`src/rtl/issue_age_sched.sv`:
```
// Issue-queue slot scheduler: slot allocation, operand wakeup and single-issue selection.
// Define ISSUE_AGE_SELECT_EN for oldest-first selection through an age matrix; otherwise lowest index wins.
module issue_age_sched #(
    parameter int NSLOT = 16,
    parameter int SW    = 4,
    parameter int TW    = 6
) (
    input  logic              CLK,
    input  logic              RESET,
    input  logic              STALL,
    input  logic              FLUSH,
    input  logic              alloc_req,
    input  logic [3*TW-1:0]   alloc_tags,
    input  logic [2:0]        alloc_busy,
    output logic              alloc_ok,
    output logic [SW-1:0]     alloc_slot,
    input  logic              wake_valid,
    input  logic [TW-1:0]     wake_tag,
    input  logic              exe_ready,
    output logic              issue_valid,
    output logic [SW-1:0]     issue_slot,
    output logic [SW:0]       occupancy,
    output logic              full,
    output logic              empty
);

    logic [NSLOT-1:0] valid_r;
    logic [2:0]       rdy_r [NSLOT];
    logic [TW-1:0]    tag_r [NSLOT][3];

    logic [NSLOT-1:0] elig_s;
    logic [NSLOT-1:0] grant_s;
    logic             grant_any_s;
    logic [SW-1:0]    grant_idx_s;
    logic             free_any_s;
    logic [SW-1:0]    free_idx_s;
    logic             alloc_fire_s;
    logic             issue_fire_s;
    logic [TW-1:0]    new_tag_s [3];
    logic [2:0]       alloc_rdy_s;
    logic [SW:0]      occ_next_s;

    logic             issue_valid_r;
    logic [SW-1:0]    issue_slot_r;
    logic [SW:0]      occ_r;
    logic             full_r;
    logic             empty_r;

    function automatic logic tag_hit(input logic [TW-1:0] tag, input logic wv, input logic [TW-1:0] wt);
        return wv && (tag != {TW{1'b0}}) && (tag == wt);
    endfunction

    // Lowest-index free slot search
    always_comb begin
        free_any_s = 1'b0;
        free_idx_s = {SW{1'b0}};
        for (int i = 0; i < NSLOT; i++) begin
            if (!valid_r[i] && !free_any_s) begin
                free_any_s = 1'b1;
                free_idx_s = SW'(i);
            end else begin
                free_idx_s = free_idx_s;
            end
        end
    end

    // Incoming tags and their ready bits, including a same-edge wake bypass
    always_comb begin
        for (int k = 0; k < 3; k++) begin
            new_tag_s[k]   = alloc_tags[k*TW +: TW];
            alloc_rdy_s[k] = (new_tag_s[k] == {TW{1'b0}}) | !alloc_busy[k]
                             | tag_hit(new_tag_s[k], wake_valid, wake_tag);
        end
    end

    // Eligibility per slot
    always_comb begin
        for (int i = 0; i < NSLOT; i++) begin
            elig_s[i] = valid_r[i] & (&rdy_r[i]);
        end
    end

`ifdef ISSUE_AGE_SELECT_EN
    logic [NSLOT-1:0] older_r   [NSLOT];
    logic [NSLOT-1:0] older_t_s [NSLOT];

    // Transposed age matrix: older_t_s[i][j] means slot j is older than slot i
    always_comb begin
        for (int i = 0; i < NSLOT; i++) begin
            for (int j = 0; j < NSLOT; j++) begin
                older_t_s[i][j] = older_r[j][i];
            end
        end
    end

    // Oldest-first pick: an eligible slot wins when no eligible slot is older
    always_comb begin
        for (int i = 0; i < NSLOT; i++) begin
            grant_s[i] = elig_s[i] & ~(|(elig_s & older_t_s[i]));
        end
    end

    // Age matrix: a new entry becomes younger than every live entry; issue clears its column
    always_ff @(posedge CLK or negedge RESET) begin
        if (!RESET) begin
            for (int i = 0; i < NSLOT; i++) older_r[i] <= {NSLOT{1'b0}};
        end else if (FLUSH) begin
            for (int i = 0; i < NSLOT; i++) older_r[i] <= {NSLOT{1'b0}};
        end else begin
            for (int i = 0; i < NSLOT; i++) begin
                if (alloc_fire_s && (free_idx_s == SW'(i))) begin
                    older_r[i] <= {NSLOT{1'b0}};
                end else begin
                    for (int j = 0; j < NSLOT; j++) begin
                        if (issue_fire_s && grant_s[j]) begin
                            older_r[i][j] <= 1'b0;
                        end else if (alloc_fire_s && (free_idx_s == SW'(j)) && valid_r[i]
                                     && !(issue_fire_s && grant_s[i])) begin
                            older_r[i][j] <= 1'b1;
                        end
                    end
                end
            end
        end
    end
`else
    // Lowest-index pick: isolate the least-significant eligible bit
    always_comb begin
        grant_s = elig_s & (~elig_s + {{(NSLOT-1){1'b0}}, 1'b1});
    end
`endif

    // One-hot grant to index
    always_comb begin
        grant_any_s = |grant_s;
        grant_idx_s = {SW{1'b0}};
        for (int i = 0; i < NSLOT; i++) begin
            if (grant_s[i]) begin
                grant_idx_s = grant_idx_s | SW'(i);
            end else begin
                grant_idx_s = grant_idx_s;
            end
        end
    end

    // Fire conditions and next occupancy
    always_comb begin
        alloc_ok     = free_any_s && !STALL && !FLUSH;
        alloc_slot   = free_idx_s;
        alloc_fire_s = alloc_req && alloc_ok;
        issue_fire_s = grant_any_s && exe_ready && !STALL && !FLUSH;
        occ_next_s   = occ_r + (SW+1)'(alloc_fire_s) - (SW+1)'(issue_fire_s);
    end

    // Slot valid, operand-ready and tag state; wakeups apply even while stalled
    always_ff @(posedge CLK or negedge RESET) begin
        if (!RESET) begin
            valid_r <= {NSLOT{1'b0}};
            for (int i = 0; i < NSLOT; i++) begin
                rdy_r[i] <= 3'b000;
                for (int k = 0; k < 3; k++) tag_r[i][k] <= {TW{1'b0}};
            end
        end else if (FLUSH) begin
            valid_r <= {NSLOT{1'b0}};
            for (int i = 0; i < NSLOT; i++) rdy_r[i] <= 3'b000;
        end else begin
            for (int i = 0; i < NSLOT; i++) begin
                for (int k = 0; k < 3; k++) begin
                    if (valid_r[i] && tag_hit(tag_r[i][k], wake_valid, wake_tag)) begin
                        rdy_r[i][k] <= 1'b1;
                    end
                end
                if (alloc_fire_s && (free_idx_s == SW'(i))) begin
                    valid_r[i] <= 1'b1;
                    rdy_r[i]   <= alloc_rdy_s;
                    for (int k = 0; k < 3; k++) tag_r[i][k] <= new_tag_s[k];
                end else if (issue_fire_s && grant_s[i]) begin
                    valid_r[i] <= 1'b0;
                end
            end
        end
    end

    // Registered issue and occupancy outputs
    always_ff @(posedge CLK or negedge RESET) begin
        if (!RESET) begin
            issue_valid_r <= 1'b0;
            issue_slot_r  <= {SW{1'b0}};
            occ_r         <= {(SW+1){1'b0}};
            full_r        <= 1'b0;
            empty_r       <= 1'b1;
        end else if (FLUSH) begin
            issue_valid_r <= 1'b0;
            occ_r         <= {(SW+1){1'b0}};
            full_r        <= 1'b0;
            empty_r       <= 1'b1;
        end else begin
            issue_valid_r <= issue_fire_s;
            if (issue_fire_s) issue_slot_r <= grant_idx_s;
            occ_r   <= occ_next_s;
            full_r  <= (occ_next_s == (SW+1)'(NSLOT));
            empty_r <= (occ_next_s == {(SW+1){1'b0}});
        end
    end

    assign issue_valid = issue_valid_r;
    assign issue_slot  = issue_slot_r;
    assign occupancy   = occ_r;
    assign full        = full_r;
    assign empty       = empty_r;

endmodule
```
`config.mk`:
```
export PLATFORM = sky130hd
export DESIGN_NAME = issue_age_sched
export DESIGN_NICKNAME = d
export VERILOG_FILES = /design/src/rtl/issue_age_sched.sv
export SDC_FILE = /design/constraint.sdc
export NUM_CORES = 1
export LEC_CHECK = 0
export ABC_AREA = 1
export CORE_ASPECT_RATIO = 2
export CORE_MARGIN = 4
export CORE_UTILIZATION = 50
export DETAILED_ROUTE_END_ITERATION = 12
export DONT_BUFFER_PORTS = 1
export SYNTH_ARGS = -nofsm -noshare
export SYNTH_HDL_FRONTEND = slang
export SYNTH_SLANG_ARGS = --single-unit
```
`constraint.sdc`:
```
create_clock -name CLK -period 9.8 [get_ports CLK]
set_input_delay 0.49 -clock CLK [delete_from_list [all_inputs] [get_ports CLK]]
set_output_delay 0.49 -clock CLK [all_outputs]
set_load 0.02 [all_outputs]
```
==> impl_metrics.ini <==
[die]
die_h_um = 286
die_area_um2 = 41900
row_count = 101
die_w_um = 147
boundaryPins = 51
core_um2 = 38000
initial_core_util_pct = 50.6

[cells_and_area]
mostFrequentLayoutCells = nand2_1, dfrtp_1, o21ai_0
drive_gt1_share_pct = 5.30
fin_area_um2 = 20600
area_growth_pct = 6.91
fin_nets = 2299
mostFrequentLayoutCell = nand2_1

[synthesis]
ys.flop_type = dfrtp_1
ys_top_cells_by_area = dfrtp_1, nand2_1, o21ai_0
ys_seq_area_share_pct = 47.3
yosysUniqueCellTypes = 52
async_reset_ff_share_pct = 100
synthesis.area_um2 = 19300
synth_top_area_share_pct = 47.2
avgSynthCellArea_um2 = 8.19
synthCells = 2351
ys_seq_elements = 364
synth_nets = 2391
synth-edff-count = 0
ys_warn_count = 0
yosysTopAreaCell = dfrtp_1

[clocking]
clockBufferDepth = 3
cts-htree-levels = 2
cts_tree = built
clock-sinks = 364
clock-root-buffer = clkbuf_16
clkSlewWorstSetupHoldPaths_ns = 0.07
postCtsSetupBuffers = 0
clock_latency_ns = 0.53
cts_made_buffers = 36

[timing]
worstMarginPinSlew_ns = 1.25
timing.fmax_mhz = 231
drv_slew = 0
setup_tns_ns = 0
finalCritPeriodShare_pct = 44.2
rsz0062_at_grt = false
setup_violations = 0
max_slew_margin_pct = 16.4
finClkSkew_ns = 0.00994
timing.final.crit_period_ns = 4.34
hold_violations = 0

[job]
maxCapViolCount = 0

[status]
status = completed

[setup_path]
required_ns = 10.25
ff2ff_path_depth = 24
path_class = reg -> reg
start_kind = flip-flop
worst-path-stages = 24
path_max_fanout = 17
slowest_stage = fa_1
crit_arrival_ns = 4.79
path_buf_inv = 4
worst_path_most_repeated_cell = nand2_1
endpoint_kind = flip-flop
path_cells = nand4_1 -> nand2_1 -> nor2_1 -> nand2_1 -> nor2_1 -> nand3_1 -> inv_1 -> nand3_1 -> nand2_1 -> nor2_1 -> nand4_2 -> nand2_1 -> inv_1 -> ha_1 -> inv_1 -> ha_1 -> fa_1 -> nand2_1 -> nand2_1 -> a21oi_1 -> nand2_1 -> nand3_1 -> inv_1 -> a21oi_1
slowest_delay_ns = 0.44
cp_top_family = simple AND/OR/NAND/NOR gates

[power]
vdd_ir_drop_max_v = 0.000129
power.total_w = 0.00334
power.leakage_nw = 9.35
powerDensity_nw_per_um2 = 162

[hold_path]
min_path_cells = 1
min-delay-path-class = in -> reg

[route]
vias = 17100
drt-total-wl_um = 65200
via_per_inst = 6.09
drt_iter0_markers = 1503
ant_nets = 0
wl_per_cell_um = 23.3
drc_errors = 0
first_pass_iters = 6

[global_routing]
grt_max_degree = 365
grt_pass1_vias = 16300
gr-total-overflow = 0
grt_pass1_wl_um = 99700
grtUsageTotal_pct = 30.9
antenna_found_initial = 3

[placement]
place_congestion = 0.967
io_buffers = 0
hpwlAfterDp_um = 38500
placed_cell_area_um2 = 19300
[kinds of logic (layout without fill, tap and decap cells)]
logic type / count (synthesis) / after routing / share of synthesized area [%]
AND/OR/NAND/NOR: 961 / 961 / 22.3
AO/OA/AOI/OAI: 609 / 609 / 18.6
flip-flops: 364 / 364 / 47.3
buffers and inverters: 316 / 248 / 7.10
XOR/XNOR: 95 / 95 / 4.32
adder cells (fa/ha/maj): 6 / 6 / 0.429
other: 0 / 1 / 0
[flip-flops by register name, summed over array words and instances, names as in the netlist]
| name | cells |
|---|---|
| occupancy | 5 |
| tag_r | 288 |
| full | 1 |
| empty | 1 |
| rdy_r | 48 |
| issue_slot | 4 |
| issue_valid | 1 |
| valid_r | 16 |
[path summary, 6_finish.rpt]
| path | slack [ns] | end | start |
|---|---|---|---|
| setup / recovery | 5.46 | empty$_DFF_PN1_ | valid_r[2]$_DFFE_PN0P_ |
| max in group asynchronous | 7.45 | tag_r[264]$_DFFE_PN0P_ | RESET |
| setup reg to reg | 5.46 | empty$_DFF_PN1_ | valid_r[2]$_DFFE_PN0P_ |
| hold reg to reg | 0.49 | tag_r[193]$_DFFE_PN0P_ | tag_r[193]$_DFFE_PN0P_ |
| min in group asynchronous | 0.45 | tag_r[171]$_DFFE_PN0P_ | RESET |
| hold / removal | 0.04 | occupancy[2]$_DFF_PN0_ | FLUSH |
[synthesized netlist by cell type, types with 35 or more instances]
cell	n
a211oi_1	35
a21oi_1	38
clkbuf_1	81
dfrtp_1	363
inv_1	156
nand2_1	525
nand3_1	61
nor2_1	210
nor3_1	45
nor4_1	50
o21ai_0	355
o22ai_1	64
xor2_1	63
[power by group]
group | switching (W) | internal, W | total (W)
sequential | 0.0000596 | 0.00156 | 0.00162
clock | 0.000594 | 0.000821 | 0.00142
combinational | 0.000208 | 0.0000984 | 0.000306
total | 0.000862 | 0.00248 | 0.00334
[area by class of cell]
class	count	area, um^2
multi-input cells	1671	8790
clock inverters	7	88.8
diodes	1	2.50
well taps	515	644
clock buffers	55	1090
fillers	3634	17400
repair buffers	27	265
flip-flops and latches	364	9110
inverters	159	597
[timing repair]
action / 4_1_cts / 5_1_grt
hold buffers: 1 / 1
resized for setup: 0 / 0
endpoints found under the hold margin: 364 / 39
[layer usage]
layer  vias up  share of wire (%)  global-route usage, %  wire, um
met1      8357                 38                   37.7     24900
li1       7865                  -                      -         -
met4         0                5.5                   15.9      3560
met5         -                  0                      0         0
met3       171                6.0                   3.80      3920
met2       659                 50                   53.6     32800
[metrics by stage]
step / setup slack [ns] / util [%] / std cells / hold slack [ns]
floorplan: 6.51 / - / 2351 / 0.194
global placement: 5.62 / 50.8 / 2732 / 0.203
detailed placement: 5.50 / 50.8 / 2732 / 0.203
CTS: 5.48 / 54.0 / 2795 / 0.0126
global route: 5.04 / 54.1 / 2798 / 0.0192
finish: 5.46 / 54.1 / 2799 / 0.0381
[worst reg2reg max path, cell delays in order (launching register included)]
cell and delay, ns:
dfrtp_1 0.43, nand4_1 0.22, nand2_1 0.17, nor2_1 0.05, nand2_1 0.12, nor2_1 0.11
nand3_1 0.11, inv_1 0.11, nand3_1 0.14, nand2_1 0.09, nor2_1 0.17, nand4_2 0.42
nand2_1 0.40, inv_1 0.13, ha_1 0.29, inv_1 0.04, ha_1 0.20, fa_1 0.44
nand2_1 0.08, nand2_1 0.05, a21oi_1 0.15, nand2_1 0.07, nand3_1 0.10, inv_1 0.05
a21oi_1 0.12
Power figures use the tool's default switching activity.
